$ cat config.mk
export PLATFORM = sky130hd
export DESIGN_NAME = vga_frame_transmitter
export DESIGN_NICKNAME = d
export VERILOG_FILES = /design/src/rtl/vga_frame_transmitter.sv
export SDC_FILE = /design/constraint.sdc
export NUM_CORES = 1
export LEC_CHECK = 0
export ABC_AREA = 0
export CORE_ASPECT_RATIO = 0.7
export CORE_MARGIN = 1.5
export CORE_UTILIZATION = 55
export CTS_CLUSTER_SIZE = 8
export DETAILED_ROUTE_END_ITERATION = 7
export DONT_BUFFER_PORTS = 1
export PLACE_DENSITY = 0.73
export SLEW_MARGIN = 10
export SYNTH_ARGS = -nofsm -noshare
export SYNTH_HDL_FRONTEND = slang
export SYNTH_SLANG_ARGS = --single-unit
$ cat constraint.sdc
create_clock -name I_CLK -period 2.35 [get_ports I_CLK]
set_clock_uncertainty 0.15 [all_clocks]
set_input_delay 0.47 -clock I_CLK [delete_from_list [all_inputs] [get_ports I_CLK]]
set_output_delay 0.47 -clock I_CLK [all_outputs]
set_load 0.03 [all_outputs]
$ cat src/rtl/vga_frame_transmitter.sv
// VGA raster timing generator and pixel output stage.
// Requests each active pixel from a source one tick ahead and emits it aligned with the sync and data-enable outputs.
module vga_frame_transmitter #(
  parameter int P_PIXEL_DEPTH    = 24,
  parameter int P_HACT           = 640,
  parameter int P_HFP            = 16,
  parameter int P_HSW            = 96,
  parameter int P_HBP            = 48,
  parameter int P_VACT           = 480,
  parameter int P_VFP            = 10,
  parameter int P_VSH            = 2,
  parameter int P_VBP            = 33,
  parameter bit P_HSYNC_POLARITY = 1'b0,
  parameter bit P_VSYNC_POLARITY = 1'b0,
  parameter int P_CLK_DIV        = 1,
  parameter int P_COLUMN_BITS    = $clog2(P_HACT + P_HFP + P_HSW + P_HBP),
  parameter int P_ROW_BITS       = $clog2(P_VACT + P_VFP + P_VSH + P_VBP)
) (
  input  logic                     I_CLK,
  input  logic                     I_RESET,
  input  logic                     I_ENABLE,
  input  logic [P_PIXEL_DEPTH-1:0] I_PIXEL,
  output logic                     O_REQUEST,
  output logic [P_COLUMN_BITS-1:0] O_REQUEST_COLUMN,
  output logic [P_ROW_BITS-1:0]    O_REQUEST_ROW,
  output logic [P_PIXEL_DEPTH-1:0] O_PIXEL,
  output logic                     O_HSYNC,
  output logic                     O_VSYNC,
  output logic                     O_DATA_ENABLE,
  output logic                     O_PIXEL_STROBE,
  output logic                     O_FRAME_START
);

  // state    | meaning
  // ST_IDLE  | stopped; counters, pipeline and outputs held at reset values
  // ST_RUN   | raster counters advance on every pixel tick

  localparam int HTOTAL   = P_HACT + P_HFP + P_HSW + P_HBP;
  localparam int VTOTAL   = P_VACT + P_VFP + P_VSH + P_VBP;
  localparam int DIV_BITS = (P_CLK_DIV > 1) ? $clog2(P_CLK_DIV) : 1;

  localparam logic [DIV_BITS-1:0]      DIV_LAST     = DIV_BITS'(P_CLK_DIV - 1);
  localparam logic [P_COLUMN_BITS-1:0] H_LAST       = P_COLUMN_BITS'(HTOTAL - 1);
  localparam logic [P_COLUMN_BITS-1:0] H_ACT        = P_COLUMN_BITS'(P_HACT);
  localparam logic [P_COLUMN_BITS-1:0] H_SYNC_FIRST = P_COLUMN_BITS'(P_HACT + P_HFP);
  localparam logic [P_COLUMN_BITS-1:0] H_SYNC_LAST  = P_COLUMN_BITS'(P_HACT + P_HFP + P_HSW - 1);
  localparam logic [P_ROW_BITS-1:0]    V_LAST       = P_ROW_BITS'(VTOTAL - 1);
  localparam logic [P_ROW_BITS-1:0]    V_ACT        = P_ROW_BITS'(P_VACT);
  localparam logic [P_ROW_BITS-1:0]    V_SYNC_FIRST = P_ROW_BITS'(P_VACT + P_VFP);
  localparam logic [P_ROW_BITS-1:0]    V_SYNC_LAST  = P_ROW_BITS'(P_VACT + P_VFP + P_VSH - 1);
  localparam logic                     HS_ACT       = P_HSYNC_POLARITY;
  localparam logic                     VS_ACT       = P_VSYNC_POLARITY;

  typedef enum logic {ST_IDLE = 1'b0, ST_RUN = 1'b1} state_t;

  state_t state_q, state_d;

  logic [DIV_BITS-1:0]      div_q, div_d;
  logic [P_COLUMN_BITS-1:0] h_q, h_d;
  logic [P_ROW_BITS-1:0]    v_q, v_d;
  logic                     de1_q, de1_d, hs1_q, hs1_d, vs1_q, vs1_d, first1_q, first1_d;
  logic [P_PIXEL_DEPTH-1:0] pix_q, pix_d;
  logic                     de_q, de_d, hs_q, hs_d, vs_q, vs_d, fs_q, fs_d, stb_q, stb_d;

  logic tick, run_go, de0, hs0, vs0, req;

  assign tick   = (state_q == ST_RUN) && (div_q == DIV_LAST);
  assign run_go = (state_q == ST_RUN) && I_ENABLE;
  assign de0    = (h_q < H_ACT) && (v_q < V_ACT);
  assign hs0    = (h_q >= H_SYNC_FIRST) && (h_q <= H_SYNC_LAST);
  assign vs0    = (v_q >= V_SYNC_FIRST) && (v_q <= V_SYNC_LAST);
  assign req    = tick && de0;

  always_ff @(posedge I_CLK) begin
    if (I_RESET) state_q <= ST_IDLE;
    else         state_q <= state_d;
  end

  always_comb begin
    state_d = state_q;
    case (state_q)
      ST_IDLE: if (I_ENABLE)  state_d = ST_RUN;
      ST_RUN:  if (!I_ENABLE) state_d = ST_IDLE;
    endcase
  end

  // Sync/DE flags are kept as "active" booleans; polarity is applied only at the pins.
  always_comb begin
    div_d    = div_q;
    h_d      = h_q;
    v_d      = v_q;
    de1_d    = de1_q;
    hs1_d    = hs1_q;
    vs1_d    = vs1_q;
    first1_d = first1_q;
    pix_d    = pix_q;
    de_d     = de_q;
    hs_d     = hs_q;
    vs_d     = vs_q;
    fs_d     = fs_q;
    stb_d    = 1'b0;
    if (!run_go) begin
      div_d    = '0;
      h_d      = '0;
      v_d      = '0;
      de1_d    = 1'b0;
      hs1_d    = 1'b0;
      vs1_d    = 1'b0;
      first1_d = 1'b0;
      pix_d    = '0;
      de_d     = 1'b0;
      hs_d     = 1'b0;
      vs_d     = 1'b0;
      fs_d     = 1'b0;
    end else if (tick) begin
      div_d = '0;
      if (h_q == H_LAST) begin
        h_d = '0;
        v_d = (v_q == V_LAST) ? '0 : v_q + 1'b1;
      end else begin
        h_d = h_q + 1'b1;
      end
      de1_d    = de0;
      hs1_d    = hs0;
      vs1_d    = vs0;
      first1_d = (h_q == '0) && (v_q == '0);
      pix_d    = de1_q ? I_PIXEL : '0;
      de_d     = de1_q;
      hs_d     = hs1_q;
      vs_d     = vs1_q;
      fs_d     = first1_q;
      stb_d    = 1'b1;
    end else begin
      div_d = div_q + 1'b1;
    end
  end

  always_ff @(posedge I_CLK) begin
    if (I_RESET) begin
      div_q    <= '0;
      h_q      <= '0;
      v_q      <= '0;
      de1_q    <= 1'b0;
      hs1_q    <= 1'b0;
      vs1_q    <= 1'b0;
      first1_q <= 1'b0;
      pix_q    <= '0;
      de_q     <= 1'b0;
      hs_q     <= 1'b0;
      vs_q     <= 1'b0;
      fs_q     <= 1'b0;
      stb_q    <= 1'b0;
    end else begin
      div_q    <= div_d;
      h_q      <= h_d;
      v_q      <= v_d;
      de1_q    <= de1_d;
      hs1_q    <= hs1_d;
      vs1_q    <= vs1_d;
      first1_q <= first1_d;
      pix_q    <= pix_d;
      de_q     <= de_d;
      hs_q     <= hs_d;
      vs_q     <= vs_d;
      fs_q     <= fs_d;
      stb_q    <= stb_d;
    end
  end

  always_comb begin
    O_REQUEST        = req;
    O_REQUEST_COLUMN = req ? h_q : '0;
    O_REQUEST_ROW    = req ? v_q : '0;
    O_PIXEL          = pix_q;
    O_HSYNC          = hs_q ? HS_ACT : ~HS_ACT;
    O_VSYNC          = vs_q ? VS_ACT : ~VS_ACT;
    O_DATA_ENABLE    = de_q;
    O_PIXEL_STROBE   = stb_q;
    O_FRAME_START    = fs_q;
  end

endmodule

Yosys cells after proc, flatten, opt, wreduce, memory -nomap -nowiden
Cells that the tools add are included.

word-level totals
  register bits after elaboration = 55
  input port bits = 27
  logic and storage cells = 48

cells by class
  $add $sub $neg = 3
  $lt $le $gt $ge = 6
  equality and inequality tests = 2
  mux-type cells = 9
  bitwise logic cells = 2
  reduce and logical (&&, ||, !) cells = 12

operator list
  kind                                                             count
  two-way mux 10 bit                                               4
  two-way mux 24 bit                                               1
  adder 10 x 1 -> 10 bit, second input constant                    2
  == test 10 bit, second input constant                            2
  logical NOT 10 bit                                               2
  >= comparator 10 bit, second input constant                      1
  >= comparator 10 x 9 -> 1 bit, second input constant             1
  less-or-equal comparator 10 bit, second input constant           1
  less-or-equal comparator 10 x 9 -> 1 bit, second input constant  1
  < comparator 10 bit, second input constant                       1
  < comparator 10 x 9 -> 1 bit, second input constant              1
  logical AND 1 bit                                                7
  two-way mux 1 bit                                                4
  OR reduction 3 bit                                               1
  NOT 1 bit                                                        2
  AND reduction 2 bit                                              1
  OR reduction 2 bit                                               1
  adder 1 bit, second input constant                               1

Logic depth before layout (Yosys ltp)
  word-level depth = 4
  gate-level depth with buffers = 7
  depth with buffers taken out = 6

Worst setup path before layout
Ideal clock, no wire load.

  kind = register to output
  start point = register v_q[8]
  end point = output port O_REQUEST_ROW[1]
  data arrival time = 1715 ps
  data required time = 1730 ps
  path slack = 15 ps
  stages on the path, launching flop included = 5
  cell sequence = dfxtp_1 -> and4_1 -> nor4b_1 -> clkbuf_1 -> and2_1

between the ends
  longest elaborated chain between the ends = 4

ends and longest elaborated chain
  item                          line  RTL
  start, declared               60    logic [P_ROW_BITS-1:0] v_q, v_d;
  start signal, assigned        156   v_q <= v_d;
  < comparator 10 x 9 -> 1 bit  69    assign de0 = (h_q < H_ACT) && (v_q < V_ACT);
  logical AND 1 bit             69
  logical AND 1 bit             72    assign req = tick && de0;
  named net O_REQUEST           23    output logic O_REQUEST,
  two-way mux 10 bit            173   O_REQUEST_ROW = req ? v_q : '0;
  end, declared                 25    output logic [P_ROW_BITS-1:0] O_REQUEST_ROW,

The timed path passes the listed nets, and every way through them passes these cells.

Worst setup path in the final report
  start point = register v_q[7]
  end point = output port O_REQUEST_COLUMN[0]

between the ends
  longest elaborated chain between the ends = 4

ends and longest elaborated chain
  item                          line  RTL
  < comparator 10 x 9 -> 1 bit  69
  logical AND 1 bit             69
  logical AND 1 bit             72
  two-way mux 10 bit            172   O_REQUEST_COLUMN = req ? h_q : '0;
  end, declared                 24    output logic [P_COLUMN_BITS-1:0] O_REQUEST_COLUMN,

No other way between the ends.

==> impl_results.md <==
- H-tree levels: 2
- Detailed Place HPWL: between 3000 and 4000 um
- Max-Cap Viols: 0
- Length of the first detailed-routing pass in iterations: 4
- Post-Place Cells: 317
- First-pass GRT wire length: 8050 um
- Maximum vdd ir drop: about 530 uV
- # IOs: between 70 and 80
- Ant. Diodes: 0
- Multi-input gate area: between 0.001 and 0.0015 mm2
- Initial DRC Count: ~130
- Async set-reset flop share out of synthesis: 0%
- Average size of a mapped cell: 9.34 um2
- Overall power: 0.00161 W
- Number of vias per cell: between 5 and 6
- Clock sinks: 55
- Total congestion overflow: 0
- Setup TNS: 0 ns
- Fin crit share: 98.6%
- CTS clk-pin slew, worst paths: 0.10 ns
- Final instance area: between 0.002 and 0.003 mm2
- Width of the die: just over 80 um
- Initial core utilization: between 50 and 60%
- Area growth syn-to-layout: 24.1%
- DR WL/cell: 16.6 um
- Worst setup SP type: flop
- Cell family contributing the most delay on the critical path: simple AND/OR/NAND/NOR gates
- Gate Count Post-Synth: 252
- Fillers: slightly above 300
- CP max-delay cell: dfxtp_2
- # DRC: 0
- FMAX: between 400 and 500 MHz
- Share of the synthesized area in the top cell type: 46.8%
- Post-synth EDFFs: 0
- Total die area: 0.00469 mm2
- Top cells by area, synth: dfxtp_1 47%, a22o_1 10%, and2_1 5.0%
- Seq. cell area: approximately 0.0011 mm2
- Fin cells: about 330
- Post-Route WL: roughly 5500 um
- Post-synthesis sequential area ratio: 46.8%
- Data required, critical path: between 1.5 and 2 ns
- Clock root cell: clkbuf_8
- CP Cell Sequence: and4_4 > nor4b_4 > buf_4 > buf_6 > and2_4 > buf_6
- I/O Buffers: 0
- Status: finished clean
- Clock tree buffer depth: 2
- Most used DFF post-synth: dfxtp_1
- Number of synthesized register bits: 55
- Most area-hungry cell type in the Yosys netlist: dfxtp_1
- Dpl ws: 0.262 ns
- Layout cells sized above 1: approximately 27%
- CP Class: reg -> out
- Fin. max-slew vios: 0
- Hold Crit Class: in -> reg
- Largest net degree at the start of global routing: 26
- DIE HEIGHT: 57.7 um
- Total CTS buffers: 5
- Clk Latency, worst-skew pair: 0.32 ns
- Final-stage net count: between 300 and 400
- Final hold violations: 0
- DRT antenna net count: 0
- # rows: 19
- Buf/Inv on CP: 3
- Tmin final: between 2 and 2.5 ns
- CP most frequent cell: buf_6
- Yosys warns: 0
- Yosys cell types: 43
- Slew margin rel.: a little over three fifths
- Critical path capture point type: output pin
- Leak Pwr: about 1.1 nW
- Via count: between 1,500 and 2,000
- Mapped Area: about 0.0024 mm2
- Pwr Density: around 550 mW/mm2
- Final worst slack: roughly 0.032 ns
- Core Footprint: 0.00402 mm2
- TritonCTS clock tree: built
- Crit-path max cell delay: approximately 0.36 ns
- Critical Path Fanout Max: 8
- Count leader, synth: dfxtp_1
- # setup viols final: 0
- CP arrival: about 1.7 ns
- Number of global-route vias before repair: 1,653
- Worst Max-Slew Pin Slew: around 0.55 ns
- Initial antenna violation count: 0
- Commonest cells post-synth: 55 x dfxtp_1, 28 x a22o_1, 19 x and2_1
- Overall Global Routing Usage: about 23%
- Placed Area: 0.00263 mm2
- GPL Wtd Cong: between 0.8 and 0.9
==> where the power goes <==
| part | leakage [nW] | total, W | internal, W | switching (W) |
|---|---|---|---|---|
| registers | 0.446 | 0.000938 | 0.000933 | 0.00000495 |
| clock network | 0.0548 | 0.000640 | 0.000321 | 0.000319 |
| logic | 0.643 | 0.0000331 | 0.0000122 | 0.0000208 |
==> placed cells by master, fill, tap and decap left out, drive strengths merged, types with 10 or more instances in the layout <==
cell type,synthesis,final
dfxtp,55,55
buf,7,33
a22o,28,28
and2,20,20
nor2,15,15
nand3,15,15
a21oi,12,12
nand2,11,11
inv,9,10
o21ai,10,10
==> worst register-to-register path, stage by stage (launching register included) <==
cell,delay (ns)
dfxtp_1,0.43
ha_1,0.22
and3b_1,0.32
nand4_2,0.29
or3_1,0.43
a21oi_1,0.14
==> final cells by class <==
cell class / count / share of cell area [%]
tap: 52 / 2.23
clock buffer: 5 / 2.35
timing repair buffer: 33 / 12.9
inverter: 9 / 1.16
sequential: 55 / 38.0
multi-input combinational: 172 / 41.8
clock inverter: 3 / 1.58
==> logic make-up after synthesis <==
| group | after synthesis | share of synthesized area, % |
|---|---|---|
| buffers and inverters | 26 | 4.78 |
| muxes | 2 | 0.903 |
| other | 1 | 0.159 |
| xor gates and xnor gates | 8 | 2.98 |
| adders and majority gates | 4 | 2.13 |
| AOI/OAI and AO/OA | 55 | 16.7 |
| and+or+nand+nor | 101 | 25.6 |
| DFF | 55 | 46.8 |
==> sequential cells by signal (all words and copies together), names as in the netlist <==
| name | cells |
|---|---|
| v_q | 10 |
| first1_q | 1 |
| O_FRAME_START | 1 |
| O_PIXEL_STROBE | 1 |
| div_q | 1 |
| hs1_q | 1 |
| h_q | 10 |
| de1_q | 1 |
| vs1_q | 1 |
| hs_q | 1 |
| vs_q | 1 |
| O_PIXEL | 24 |
| O_DATA_ENABLE | 1 |
| state_q | 1 |
==> final timing paths <==
kind,cells after the start,from,end,slack (ns)
setup / recovery,6,v_q[7],O_REQUEST_COLUMN[0],0.03
hold / removal,1,I_PIXEL[23],O_PIXEL[23],0.12
setup reg to reg,5,h_q[1],v_q[7],0.30
hold reg to reg,2,first1_q,first1_q,0.33
==> routing by layer <==
metal  global-route usage (%)  share of wire (%)  vias up
li1                         -                  -      947
met1                     34.2                 49      944
met2                     31.4                 44       64
met3                     5.20                5.7        8
met4                     7.39                1.1        0
met5                        0                  0        -
==> timing repair <==
| item | in CTS | in global routing |
|---|---|---|
| hold buffers | 0 | 0 |
| pin swaps | 1 | 2 |
| cloned | 0 | 1 |
| gates resized for setup | 11 | 41 |
| setup buffers | 0 | 3 |
| setup endpoints to repair | 19 | 19 |
==> stage by stage <==
step,utilization (%),hold WS [ns]
6_report,72.7,0.121
5_1_grt,72.7,0.106
4_1_cts,69.1,0.117
3_5_place_dp,65.5,0.307
3_3_place_gp,65.5,0.291
2_1_floorplan,-,0.276
No activity file was read; power rests on OpenSTA's default activity.
